===== config.mk =====
export PLATFORM = sky130hd
export DESIGN_NAME = sha256_msg_sched
export DESIGN_NICKNAME = d
export VERILOG_FILES = /design/src/rtl/sha256_msg_sched_pkg.sv /design/src/rtl/sha256_sched_window.sv /design/src/rtl/sha256_msg_sched.sv
export SDC_FILE = /design/constraint.sdc
export NUM_CORES = 1
export LEC_CHECK = 0
export CORE_MARGIN = 3
export CORE_UTILIZATION = 60
export DETAILED_ROUTE_END_ITERATION = 8
export PLACE_DENSITY = 0.87
export SETUP_SLACK_MARGIN = 0.4
export SLEW_MARGIN = 20
export SYNTH_ARGS = -nofsm -noshare
export SYNTH_HDL_FRONTEND = slang
export SYNTH_SLANG_ARGS = --single-unit

===== constraint.sdc =====
create_clock -name clk -period 5.32 [get_ports clk]
set_clock_uncertainty 0.15 [all_clocks]
set_input_delay 1.064 -clock clk [delete_from_list [all_inputs] [get_ports clk]]
set_output_delay 1.064 -clock clk [all_outputs]
set_load 0.005 [all_outputs]

===== src/rtl/sha256_msg_sched_pkg.sv =====
// sha256_msg_sched_pkg: shared SHA-256 sigma helpers and schedule FSM types.
package sha256_msg_sched_pkg;
  localparam int SCHED_BLOCK_WORDS = 16;
  typedef enum logic {LOAD, STREAM} sched_state_e;
  function automatic logic [31:0] rotr(input logic [31:0] x, input int unsigned n);
    return (x >> n) | (x << (32 - n));
  endfunction
  function automatic logic [31:0] shr(input logic [31:0] x, input int unsigned n);
    return x >> n;
  endfunction
  function automatic logic [31:0] ssig0(input logic [31:0] x);
    return rotr(x, 7) ^ rotr(x, 18) ^ shr(x, 3);
  endfunction
  function automatic logic [31:0] ssig1(input logic [31:0] x);
    return rotr(x, 17) ^ rotr(x, 19) ^ shr(x, 10);
  endfunction
endpackage


===== src/rtl/sha256_sched_window.sv =====
// sha256_sched_window: 16-word shift window with the next schedule word adder tree.
module sha256_sched_window
  import sha256_msg_sched_pkg::*;
(
  input  logic        clk,
  input  logic        n_reset_i,
  input  logic        shift,
  input  logic [31:0] in_word,
  output logic [31:0] oldest,
  output logic [31:0] next_word
);
  logic [31:0] win [SCHED_BLOCK_WORDS];
  always_ff @(posedge clk or negedge n_reset_i)
    if (!n_reset_i)
      for (int i = 0; i < SCHED_BLOCK_WORDS; i++) win[i] <= '0;
    else if (shift) begin
      for (int i = 0; i < SCHED_BLOCK_WORDS - 1; i++) win[i] <= win[i+1];
      win[SCHED_BLOCK_WORDS-1] <= in_word;
    end
  assign oldest = win[0];
  assign next_word = ssig1(win[14]) + win[9] + ssig0(win[1]) + win[0];
endmodule


===== src/rtl/sha256_msg_sched.sv =====
// sha256_msg_sched: loads a 16-word block and streams the expanded SHA-256 schedule.
module sha256_msg_sched
  import sha256_msg_sched_pkg::*;
#(
  parameter int ROUNDS = 64,
  parameter int WORD_W = 32
) (
  input  logic              clk,
  input  logic              n_reset_i,
  input  logic              flush_i,
  input  logic              load_valid_i,
  input  logic [WORD_W-1:0] load_word_i,
  output logic              load_ready_o,
  output logic              w_valid_o,
  output logic [WORD_W-1:0] w_word_o,
  output logic [5:0]        w_index_o,
  input  logic              w_ready_i,
  output logic              busy_o
);
  if (WORD_W != 32) begin : g_bad_word_w
    $error("sha256_msg_sched: WORD_W must be 32");
  end
  if (ROUNDS < 16 || ROUNDS > 64) begin : g_bad_rounds
    $error("sha256_msg_sched: ROUNDS must be 16..64");
  end
  sched_state_e state, state_nx;
  logic [3:0] cnt, cnt_nx;
  logic [5:0] t, t_nx;
  logic load_hs, rd_hs, done;
  logic [31:0] next_word;
  always_comb begin
    load_hs = state == LOAD && load_valid_i && !flush_i;
    rd_hs = state == STREAM && w_ready_i && !flush_i;
    done = rd_hs && t == 6'(ROUNDS - 1);
    state_nx = flush_i || done ? LOAD : load_hs && cnt == 4'd15 ? STREAM : state;
    cnt_nx = flush_i || done ? '0 : load_hs ? cnt + 4'd1 : cnt;
    t_nx = flush_i || done ? '0 : rd_hs ? t + 6'd1 : t;
  end
  always_ff @(posedge clk or negedge n_reset_i)
    if (!n_reset_i) begin
      state <= LOAD;
      cnt <= '0;
      t <= '0;
    end else begin
      state <= state_nx;
      cnt <= cnt_nx;
      t <= t_nx;
    end
  sha256_sched_window u_window (
    .clk      (clk),
    .n_reset_i(n_reset_i),
    .shift    (load_hs || rd_hs),
    .in_word  (state == LOAD ? load_word_i : next_word),
    .oldest   (w_word_o),
    .next_word(next_word)
  );
  assign load_ready_o = state == LOAD;
  assign w_valid_o = state == STREAM;
  assign w_index_o = t;
  assign busy_o = state != LOAD || cnt != '0;
endmodule


==> flow_summary.json, run 1 <==
{
  "run_status": "completed",
  "synth-xor-area-share_pct": 5.08,
  "finalHoldViolCount": 0,
  "slew_headroom_pct": 28.7,
  "cts_tree": "built",
  "async_flop_share_pct": 100,
  "synth.area.top_cells": "dfrtp_1, nand2_1, fa_1",
  "p_comb_share_pct": 38.7,
  "syn-num-nets": 2984,
  "yosys.area_share.simple_pct": 23.7,
  "fin_util_pct": 67.7,
  "grtUsageTotal_pct": 28.6,
  "syn_area_per_cell_sq_um": 8.71,
  "worst_ep_arrival_time_ps": 5010,
  "p_sw_mw": 5.88,
  "r2r_cells": 16,
  "synth.distinct_cells": 61,
  "drtPass1Iterations": 5,
  "finalPower_mw": 15.0,
  "antenna_left": 0,
  "wl_per_cell_um": 18.4,
  "io_buffers": 77,
  "crit_chain": "xnor2_1, xnor2_1, fa_1, inv_1, fa_1, inv_1, ha_1, inv_1, fa_1, and2b_2, o2111ai_2, a31oi_4, a21oi_2, o31a_1, xnor2_1, a221o_1",
  "endpoint_kind": "flop",
  "finalSetupViolations": 0,
  "cellPowerDensity_nw_per_um2": 551,
  "core-area_sq_um": 40300,
  "dieWidth_um": 209,
  "fin_crit_sh_pct": 87.6,
  "r2r_slack_ps": 660,
  "r2r-start": "u_window.win[456]$_DFFE_PN0P_",
  "cts_made_buffers": 52,
  "rsz0062_at_grt": "false",
  "cts_resized": 0,
  "synth.most_common_cell": "nand2_1",
  "area_delta_synth_final_pct": 9.89,
  "die_h_um": 209,
  "internal-power_mw": 9.16,
  "clock_sinks": 523,
  "worst_ep_required_time_ps": 5660,
  "synth_top_family_by_area": "simple AND/OR/NAND/NOR gates",
  "worst_setup_path_start_kind": "flop",
  "cpPeakStageDelay_ps": 500,
  "ys_warn_count": 0,
  "hold_start": "u_window.win[93]$_DFFE_PN0P_",
  "netlist_area_sq_um": 24800,
  "antenna_found_initial": 0,
  "routed_wl_um": 61800,
  "swShare_pct": 39.1,
  "dp_worst_setup_slack_ps": 775,
  "crit_type": "flop to flop",
  "clkTransAtPathRegs_ps": 60,
  "tns_ps": 0,
  "holdPathEnd": "u_window.win[125]$_DFFE_PN0P_",
  "ys_seq_area_share_pct": 52.7,
  "cpMaxStageDelayCell": "fa_1",
  "finalMaxSlewViolations": 0,
  "clk_root_buffer_cell": "clkbuf_16",
  "htree_levels": 2,
  "muxShareOfSynthArea_pct": 0.403,
  "synth.top_cell.area_share_pct": 52.7,
  "synth-seq-cells": 523,
  "crit_path_start": "u_window.win[456]$_DFFE_PN0P_",
  "overflow": 0,
  "holdWs_ps": 310,
  "synth_top_cell_by_area": "dfrtp_1",
  "sequentialPowerShare_pct": 36.0,
  "vias": 18400,
  "cts_buffer_depth": 3,
  "grt_pass1_vias": 18000,
  "clkPwrFrac_pct": 25.4,
  "grt_pass1_wl_um": 98600,
  "avgViaCountPerCell": 5.48,
  "min_path_type": "flop to flop",
  "worst-path-stages": 16,
  "min_path_cells": 2,
  "tightest_slew_ps": 1070,
  "drc_errors": 0,
  "num_rows": 73,
  "synth_compound_area_share_pct": 5.09,
  "hpwl_um": 42200,
  "synth_commonest_cells": "nand2_1, dfrtp_1, inv_1",
  "post_cts_buffers": 0,
  "nNetsFinal": 2920,
  "peakVddDrop_uv": 323,
  "drt_iter0_markers": 1866,
  "grt_max_degree": 175,
  "synthAdderAreaFrac_pct": 6.71,
  "synth_edf_count": 0,
  "critical_path.max_fanout": 6,
  "synthFlopType": "dfrtp_1",
  "start_util_pct": 61.7,
  "gp_congestion": 0.956,
  "netlist_instances": 2851,
  "timing.rr.end": "u_window.win[21]$_DFFE_PN0P_",
  "max_cap_viol_count": 0,
  "clock.fmax_mhz": 214,
  "io_pins": 78,
  "fp.dieArea_sq_um": 43900,
  "period_minus_slack_ps": 4660,
  "drive_above_1_share_pct": 4.31,
  "critPathBufInv": 3,
  "final.setup.worst_slack_ps": 657,
  "cts_hold_buf": 0,
  "path_delay_family": "adder cells",
  "p_leak_nw": 14.5,
  "clk_latency_ps": 610
}
flip-flops by register name, indices dropped and copies added (netlist names):
| register | cells |
|---|---|
| u_window.win | 480 |
| u_window.oldest | 32 |
| w_index_o | 6 |
| cnt | 4 |
| w_valid_o | 1 |
metal layers:
layer / track usage, % / vias up / routed length, um
met5: 0 / - / 0
met4: 7.83 / 0 / 1700
met3: 5.08 / 103 / 4460
met2: 43.8 / 608 / 28300
met1: 42.6 / 9124 / 27400
li1: - / 8545 / -
power groups by stage:
stage          sequential (mW)  clock, mW  combinational [mW]
2_1_floorplan             5.11          0                4.26
4_1_cts                   5.39       3.87                5.73
3_3_place_gp              5.41          0                5.56
6_report                  5.41       3.81                5.81
5_1_grt                   5.48       4.01                6.48
3_5_place_dp              5.45          0                5.64
metrics by stage:
stage          instances  instance area [sq um]
6_report            3355                  27300
4_1_cts             3354                  27300
2_1_floorplan       2851                  24800
5_1_grt             3354                  27300
3_3_place_gp        3258                  25500
3_5_place_dp        3258                  25500
cell families (layout without fill, tap and decap cells):
family	Yosys count	count (layout)
simple gates	1527	1527
flops	523	523
buf+inv	358	336
compound gates	193	193
xor+xnor	144	144
fa+ha+maj	96	96
mux	10	10
other cells	0	1
final cells by class:
class / instances / area [sq um]
multi-input cells: 1970 / 10200
clock inverters: 19 / 269
flip-flops and latches: 523 / 13100
fillers: 3032 / 13000
clock buffers: 77 / 1520
repair buffers: 95 / 1010
well taps: 525 / 657
inverters: 145 / 544
diodes: 1 / 2.50
worst reg2reg max path: stages, from the launching register on:
cell and delay, ps:
dfrtp_1 450, xnor2_1 170, xnor2_1 350, fa_1 500
inv_1 90, fa_1 420, inv_1 80, ha_1 170
inv_1 60, fa_1 360, and2b_2 250, o2111ai_2 160
a31oi_4 400, a21oi_2 160, o31a_1 330, xnor2_1 130
a221o_1 330
placed cells by master, fill, tap and decap left out, types with 5 or more instances in the layout:
| cell type | n |
|---|---|
| dfrtp_1 | 523 |
| xnor2_1 | 123 |
| clkdlybuf4s50_1 | 76 |
| clkbuf_8 | 12 |
| o211ai_1 | 5 |
| and3_1 | 10 |
| fa_1 | 62 |
| o22ai_1 | 6 |
| o21a_1 | 9 |
| nand3_1 | 10 |
| clkbuf_1 | 13 |
| nor3_1 | 11 |
| a21oi_1 | 47 |
| a211oi_1 | 6 |
| nand2_1 | 1423 |
| ha_1 | 34 |
| buf_12 | 8 |
| mux2i_1 | 10 |
| a21o_1 | 18 |
| nand4_1 | 10 |
| inv_1 | 145 |
| xor2_1 | 21 |
| buf_4 | 10 |
| nor2_1 | 37 |
| clkinv_2 | 6 |
| or3_1 | 5 |
| clkbuf_16 | 52 |
| bufinv_16 | 5 |
| o21ai_0 | 59 |
worst max-delay path by stage:
| stage | to | slack, ps |
|---|---|---|
| 6_report | u_window.win[21]$_DFFE_PN0P_ | 660 |
| 5_1_grt | u_window.win[21]$_DFFE_PN0P_ | 500 |
| 4_1_cts | u_window.win[21]$_DFFE_PN0P_ | 730 |
| 3_5_place_dp | u_window.win[21]$_DFFE_PN0P_ | 780 |
| 3_3_place_gp | u_window.win[21]$_DFFE_PN0P_ | 760 |
| 2_1_floorplan | u_window.win[21]$_DFFE_PN0P_ | 1120 |
No activity file was read; power rests on OpenSTA's default activity.
==> inputs of run 2 (changes only) <==
--- a/config.mk
+++ b/config.mk
@@ -5,7 +5,7 @@
 export SDC_FILE = /design/constraint.sdc
 export NUM_CORES = 1
 export LEC_CHECK = 0
-export CORE_MARGIN = 3
+export CORE_MARGIN = 5
 export CORE_UTILIZATION = 60
 export DETAILED_ROUTE_END_ITERATION = 8
 export PLACE_DENSITY = 0.87
==> flow_summary.json, run 2 (same netlist as run 1, synthesis figures left out) <==
{
  "run_status": "completed",
  "tightest_slew_ps": 1070,
  "tns_ps": 0,
  "wl_per_cell_um": 18.1,
  "clkTransAtPathRegs_ps": 70,
  "clk_root_buffer_cell": "clkbuf_16",
  "antenna_found_initial": 2,
  "worst_ep_arrival_time_ps": 4830,
  "cellPowerDensity_nw_per_um2": 542,
  "nNetsFinal": 2922,
  "avgViaCountPerCell": 5.48,
  "grt_pass1_wl_um": 99100,
  "diodes": 0,
  "min_path_type": "flop to flop",
  "dieWidth_um": 213,
  "top_register": "u_window.win",
  "htree_levels": 2,
  "finalSetupViolations": 0,
  "crit_chain": "xnor2_1, xnor2_1, fa_1, inv_1, fa_1, inv_1, ha_1, inv_1, fa_1, and2b_2, o2111ai_2, a31oi_4, a21oi_2, o31a_1, xnor2_1, a221o_1",
  "core-area_sq_um": 40900,
  "gp_congestion": 0.947,
  "drc_errors": 0,
  "clk_latency_ps": 620,
  "finalMaxSlewViolations": 0,
  "post_cts_buffers": 0,
  "clock.fmax_mhz": 223,
  "cts_buffer_depth": 3,
  "crit_type": "flop to flop",
  "cts_tree": "built",
  "cpMaxStageDelayCell": "dfrtp_1",
  "num_rows": 74,
  "area.sequential_sq_um": 13100,
  "die_h_um": 213,
  "routed_wl_um": 60800,
  "drive_above_1_share_pct": 4.32,
  "fin_crit_sh_pct": 84.4,
  "io_buffers": 77,
  "antenna_left": 0,
  "p_leak_nw": 14.6,
  "mostFrequentLayoutCells": "nand2_1, dfrtp_1, inv_1",
  "peakVddDrop_uv": 391,
  "slew_headroom_pct": 29.0,
  "drtPass1Iterations": 5,
  "start_util_pct": 60.7,
  "clock_sinks": 523,
  "grt_max_degree": 202,
  "worst_ep_required_time_ps": 5660,
  "drt_iter0_markers": 2042,
  "critical_path.max_fanout": 6,
  "io_pins": 78,
  "hpwl_um": 41700,
  "vias": 18400,
  "rsz0062_at_grt": "false",
  "grt_pass1_vias": 18200,
  "cts_made_buffers": 52,
  "largest_register_ffs": 480,
  "grtUsageTotal_pct": 27.6,
  "path_delay_family": "adder cells",
  "cts_hold_buf": 0,
  "critPathBufInv": 3,
  "fp.dieArea_sq_um": 45600,
  "area_delta_synth_final_pct": 9.87,
  "num-fill-cells": 3185,
  "finalHoldViolCount": 0,
  "cpPeakStageDelay_ps": 460,
  "cts_resized": 0,
  "worst_setup_path_start_kind": "flop",
  "final_common_cell": "nand2_1",
  "overflow": 0,
  "multi_input_area_sq_um": 10200,
  "holdWs_ps": 302,
  "max_cap_viol_count": 0,
  "endpoint_kind": "flop",
  "period_minus_slack_ps": 4490
}
==> run 2: cell count changes in the layout (fill, tap and decap cells not counted), sizes merged, moves of 2 or more <==
cell	before	now
inv	147	144
bufinv	5	1
clkinvlp	2	0
clkinv	10	14
buf	19	21
==> run 2: final cells by class <==
type,count,area share (%)
sequential,523,48.0
multi-input combinational,1970,37.4
clock buffer,78,5.72
timing repair buffer,97,3.99
tap,532,2.44
inverter,145,1.99
clock inverter,14,0.495
==> run 2: stage by stage <==
step / instances / total power [mW] / instance area, sq um / worst slack, ps / utilization (%)
after CTS: 3359 / 14.7 / 27300 / 854 / 66.7
after detailed placement: 3267 / 11.0 / 25600 / 918 / 62.5
after global routing: 3359 / 15.8 / 27300 / 638 / 66.7
after floorplan: 2851 / 9.36 / 24800 / 1120 / -
final: 3359 / 14.8 / 27300 / 829 / 66.7
after global placement: 3267 / 10.9 / 25600 / 856 / 62.5
==> run 2: per-layer routing <==
metal / vias up / track usage, % / wire, um
met5: - / 0 / 13
met4: 2 / 7.96 / 1610
met3: 104 / 4.73 / 3920
met2: 578 / 42.3 / 27900
met1: 9172 / 41.4 / 27400
li1: 8552 / - / -
==> run 2: worst paths after layout <==
path | from | to | slack (ps) | cells past startpoint
setup / recovery | u_window.win[52]$_DFFE_PN0P_ | u_window.win[21]$_DFFE_PN0P_ | 830 | 16
hold / removal | u_window.win[24]$_DFFE_PN0P_ | u_window.win[56]$_DFFE_PN0P_ | 300 | 2
setup reg to reg | u_window.win[52]$_DFFE_PN0P_ | u_window.win[21]$_DFFE_PN0P_ | 830 | 16
hold reg to reg | u_window.win[24]$_DFFE_PN0P_ | u_window.win[56]$_DFFE_PN0P_ | 300 | 2
max in group asynchronous | n_reset_i | u_window.win[194]$_DFFE_PN0P_ | 3520 | 2
min in group asynchronous | n_reset_i | u_window.win[399]$_DFFE_PN0P_ | 340 | 1
==> run 2: worst register-to-register path, delay by kind of cell (launching register included) <==
family | cells | cell delay [ps]
compound gates | 5 | 1340
xor+xnor | 3 | 520
fa+ha+maj | 4 | 1420
buf+inv | 3 | 220
flops | 1 | 460
simple gates | 1 | 250
==> run 2: power breakdown <==
group          internal (mW)  switching, mW
logic                   2.20           3.55
clock network           2.07           1.55
registers               4.73          0.682
total                   9.00           5.78
==> inputs of run 3 (changes only) <==
--- a/config.mk
+++ b/config.mk
@@ -6,9 +6,9 @@
 export NUM_CORES = 1
 export LEC_CHECK = 0
 export CORE_MARGIN = 5
-export CORE_UTILIZATION = 60
+export CORE_UTILIZATION = 56
 export DETAILED_ROUTE_END_ITERATION = 8
-export PLACE_DENSITY = 0.87
+export PLACE_DENSITY = 0.86
 export SETUP_SLACK_MARGIN = 0.4
 export SLEW_MARGIN = 20
 export SYNTH_ARGS = -nofsm -noshare
==> constraint.sdc (replaced) <==
create_clock -name clk -period 4.03 [get_ports clk]
set_clock_uncertainty 0.15 [all_clocks]
set_input_delay 0.806 -clock clk [delete_from_list [all_inputs] [get_ports clk]]
set_output_delay 0.806 -clock clk [all_outputs]
set_load 0.005 [all_outputs]
==> flow_summary.json, run 3 (same netlist as run 1, synthesis figures left out) <==
{
  "num-fill-cells": 3378,
  "worst_ep_required_time_ps": 4360,
  "largest_register_ffs": 480,
  "peakVddDrop_uv": 605,
  "clock_sinks": 523,
  "clock.fmax_mhz": 241,
  "finalMaxSlewViolations": 0,
  "violations": "negative setup slack",
  "htree_levels": 2,
  "area_delta_synth_final_pct": 18.0,
  "grt_max_degree": 116,
  "worst_ep_arrival_time_ps": 4480,
  "endpoint_kind": "flop",
  "start_util_pct": 56.4,
  "dieWidth_um": 221,
  "cts_hold_buf": 0,
  "num_rows": 77,
  "clkTransAtPathRegs_ps": 70,
  "routed_wl_um": 67800,
  "mostFrequentLayoutCells": "nand2_1, dfrtp_1, inv_1",
  "final.setup.worst_slack_ps": -118,
  "finalHoldViolCount": 0,
  "fp.dieArea_sq_um": 48700,
  "period_minus_slack_ps": 4150,
  "core-area_sq_um": 44000,
  "cellPowerDensity_nw_per_um2": 776,
  "fin_util_pct": 66.5,
  "grtUsageTotal_pct": 28.5,
  "slew_headroom_pct": 45.3,
  "cts_buffer_depth": 3,
  "clk_root_buffer_cell": "clkbuf_16",
  "critical_path.max_fanout": 4,
  "worst_setup_path_start_kind": "flop",
  "antenna_left": 0,
  "p_leak_nw": 15.5,
  "numPlacedInstances": 3464,
  "min_path_type": "input port to async pin",
  "crit_type": "flop to flop",
  "vias": 19300,
  "gp_congestion": 0.967,
  "grt_pass1_vias": 19400,
  "top_register": "u_window.win",
  "rsz0062_at_grt": "true",
  "cts_tree": "built",
  "dp_worst_setup_slack_ps": -152,
  "run_status": "finished with violations",
  "cts_made_buffers": 53,
  "overflow": 0,
  "avgViaCountPerCell": 5.40,
  "clk_latency_ps": 600,
  "antenna_found_initial": 2,
  "fin_crit_sh_pct": 103,
  "finalSetupViolations": 10,
  "drtPass1Iterations": 5,
  "max_cap_viol_count": 0,
  "hpwl_um": 47500,
  "drt_iter0_markers": 1998,
  "drive_above_1_share_pct": 12.2,
  "nNetsFinal": 3071,
  "io_pins": 78,
  "tightest_slew_ps": 821,
  "die_h_um": 221,
  "grt_pass1_wl_um": 108000,
  "wl_per_cell_um": 19.0,
  "stdcell_count": 3574,
  "drc_errors": 0,
  "io_buffers": 77,
  "final_common_cell": "nand2_1"
}
run 3: changes by cell type in the layout (fill, tap and decap cells not counted), moves of 7 or more:
cell	previous run	this run
ha_4	0	11
buf_12	13	25
buf_4	7	137
o21ai_0	59	49
ha_1	34	17
a21oi_1	47	40
o21ai_1	4	11
dfrtp_1	523	515
dfrtp_2	0	8
xnor2_1	123	100
xnor2_2	0	23
run 3: repair_timing:
action	4_1_cts	5_1_grt
pin swaps	22	24
setup buffers	6	5
endpoints found under the hold margin	0	0
resized for setup	59	28
setup endpoints to repair	26	28
run 3: per-stage QoR:
stage	area [sq um]	hold WS (ps)	total power, mW	TNS [ps]
after floorplan	25100	289	12.8	-0.770
after global placement	27000	295	16.6	-393
after detailed placement	27000	297	16.7	-866
after CTS	29100	143	22.3	-889
after global routing	29300	168	24.1	-2710
final	29300	137	22.7	-525
run 3: path summary, 6_finish.rpt:
kind	from	to	slack (ps)	depth (start not counted)
setup / recovery	u_window.win[456]$_DFFE_PN0P_	u_window.win[21]$_DFFE_PN0P_	-120	16
hold / removal	n_reset_i	u_window.win[81]$_DFFE_PN0P_	140	1
setup reg to reg	u_window.win[456]$_DFFE_PN0P_	u_window.win[21]$_DFFE_PN0P_	-120	16
hold reg to reg	u_window.win[294]$_DFFE_PN0P_	u_window.win[326]$_DFFE_PN0P_	300	2
max in group asynchronous	n_reset_i	u_window.win[53]$_DFFE_PN0P_	2680	2
min in group clk	u_window.win[294]$_DFFE_PN0P_	u_window.win[326]$_DFFE_PN0P_	300	2
run 3: cell type report:
cell class / instances / area (sq um) / share of cell area, %
Sequential cell: 523 / 13100 / 44.7
Multi-Input combinational cell: 1970 / 10800 / 36.8
Clock inverter: 24 / 239 / 0.816
Inverter: 145 / 544 / 1.86
Timing Repair Buffer: 245 / 2370 / 8.10
Clock buffer: 74 / 1530 / 5.21
Tap cell: 592 / 741 / 2.53
Antenna cell: 1 / 2.50 / 0.00854
run 3: power by group:
part	internal, mW	switching [mW]
sequential	6.25	0.879
clock	2.85	2.12
combinational	4.73	5.91
total	13.8	8.91
run 3: critical path: stages, from the launching register on:
cell and delay (ps):
dfrtp_1 420, xnor2_2 160, xnor2_2 150, fa_1 560
inv_1 60, fa_1 450, inv_2 80, ha_4 130
inv_2 40, fa_2 330, and2b_2 250, o2111ai_4 130
a31oi_4 290, a21oi_2 130, o31a_1 260, xnor2_1 130
a221o_1 290
run 3: per-layer routing:
metal | wire length [um] | vias to the layer above | GRT usage, %
met1 | 29200 | 9705 | 40.7
met2 | 32500 | 592 | 46.0
met4 | 2390 | 0 | 8.95
li1 | - | 8855 | -
met3 | 3730 | 130 | 4.15
met5 | 0 | - | 0
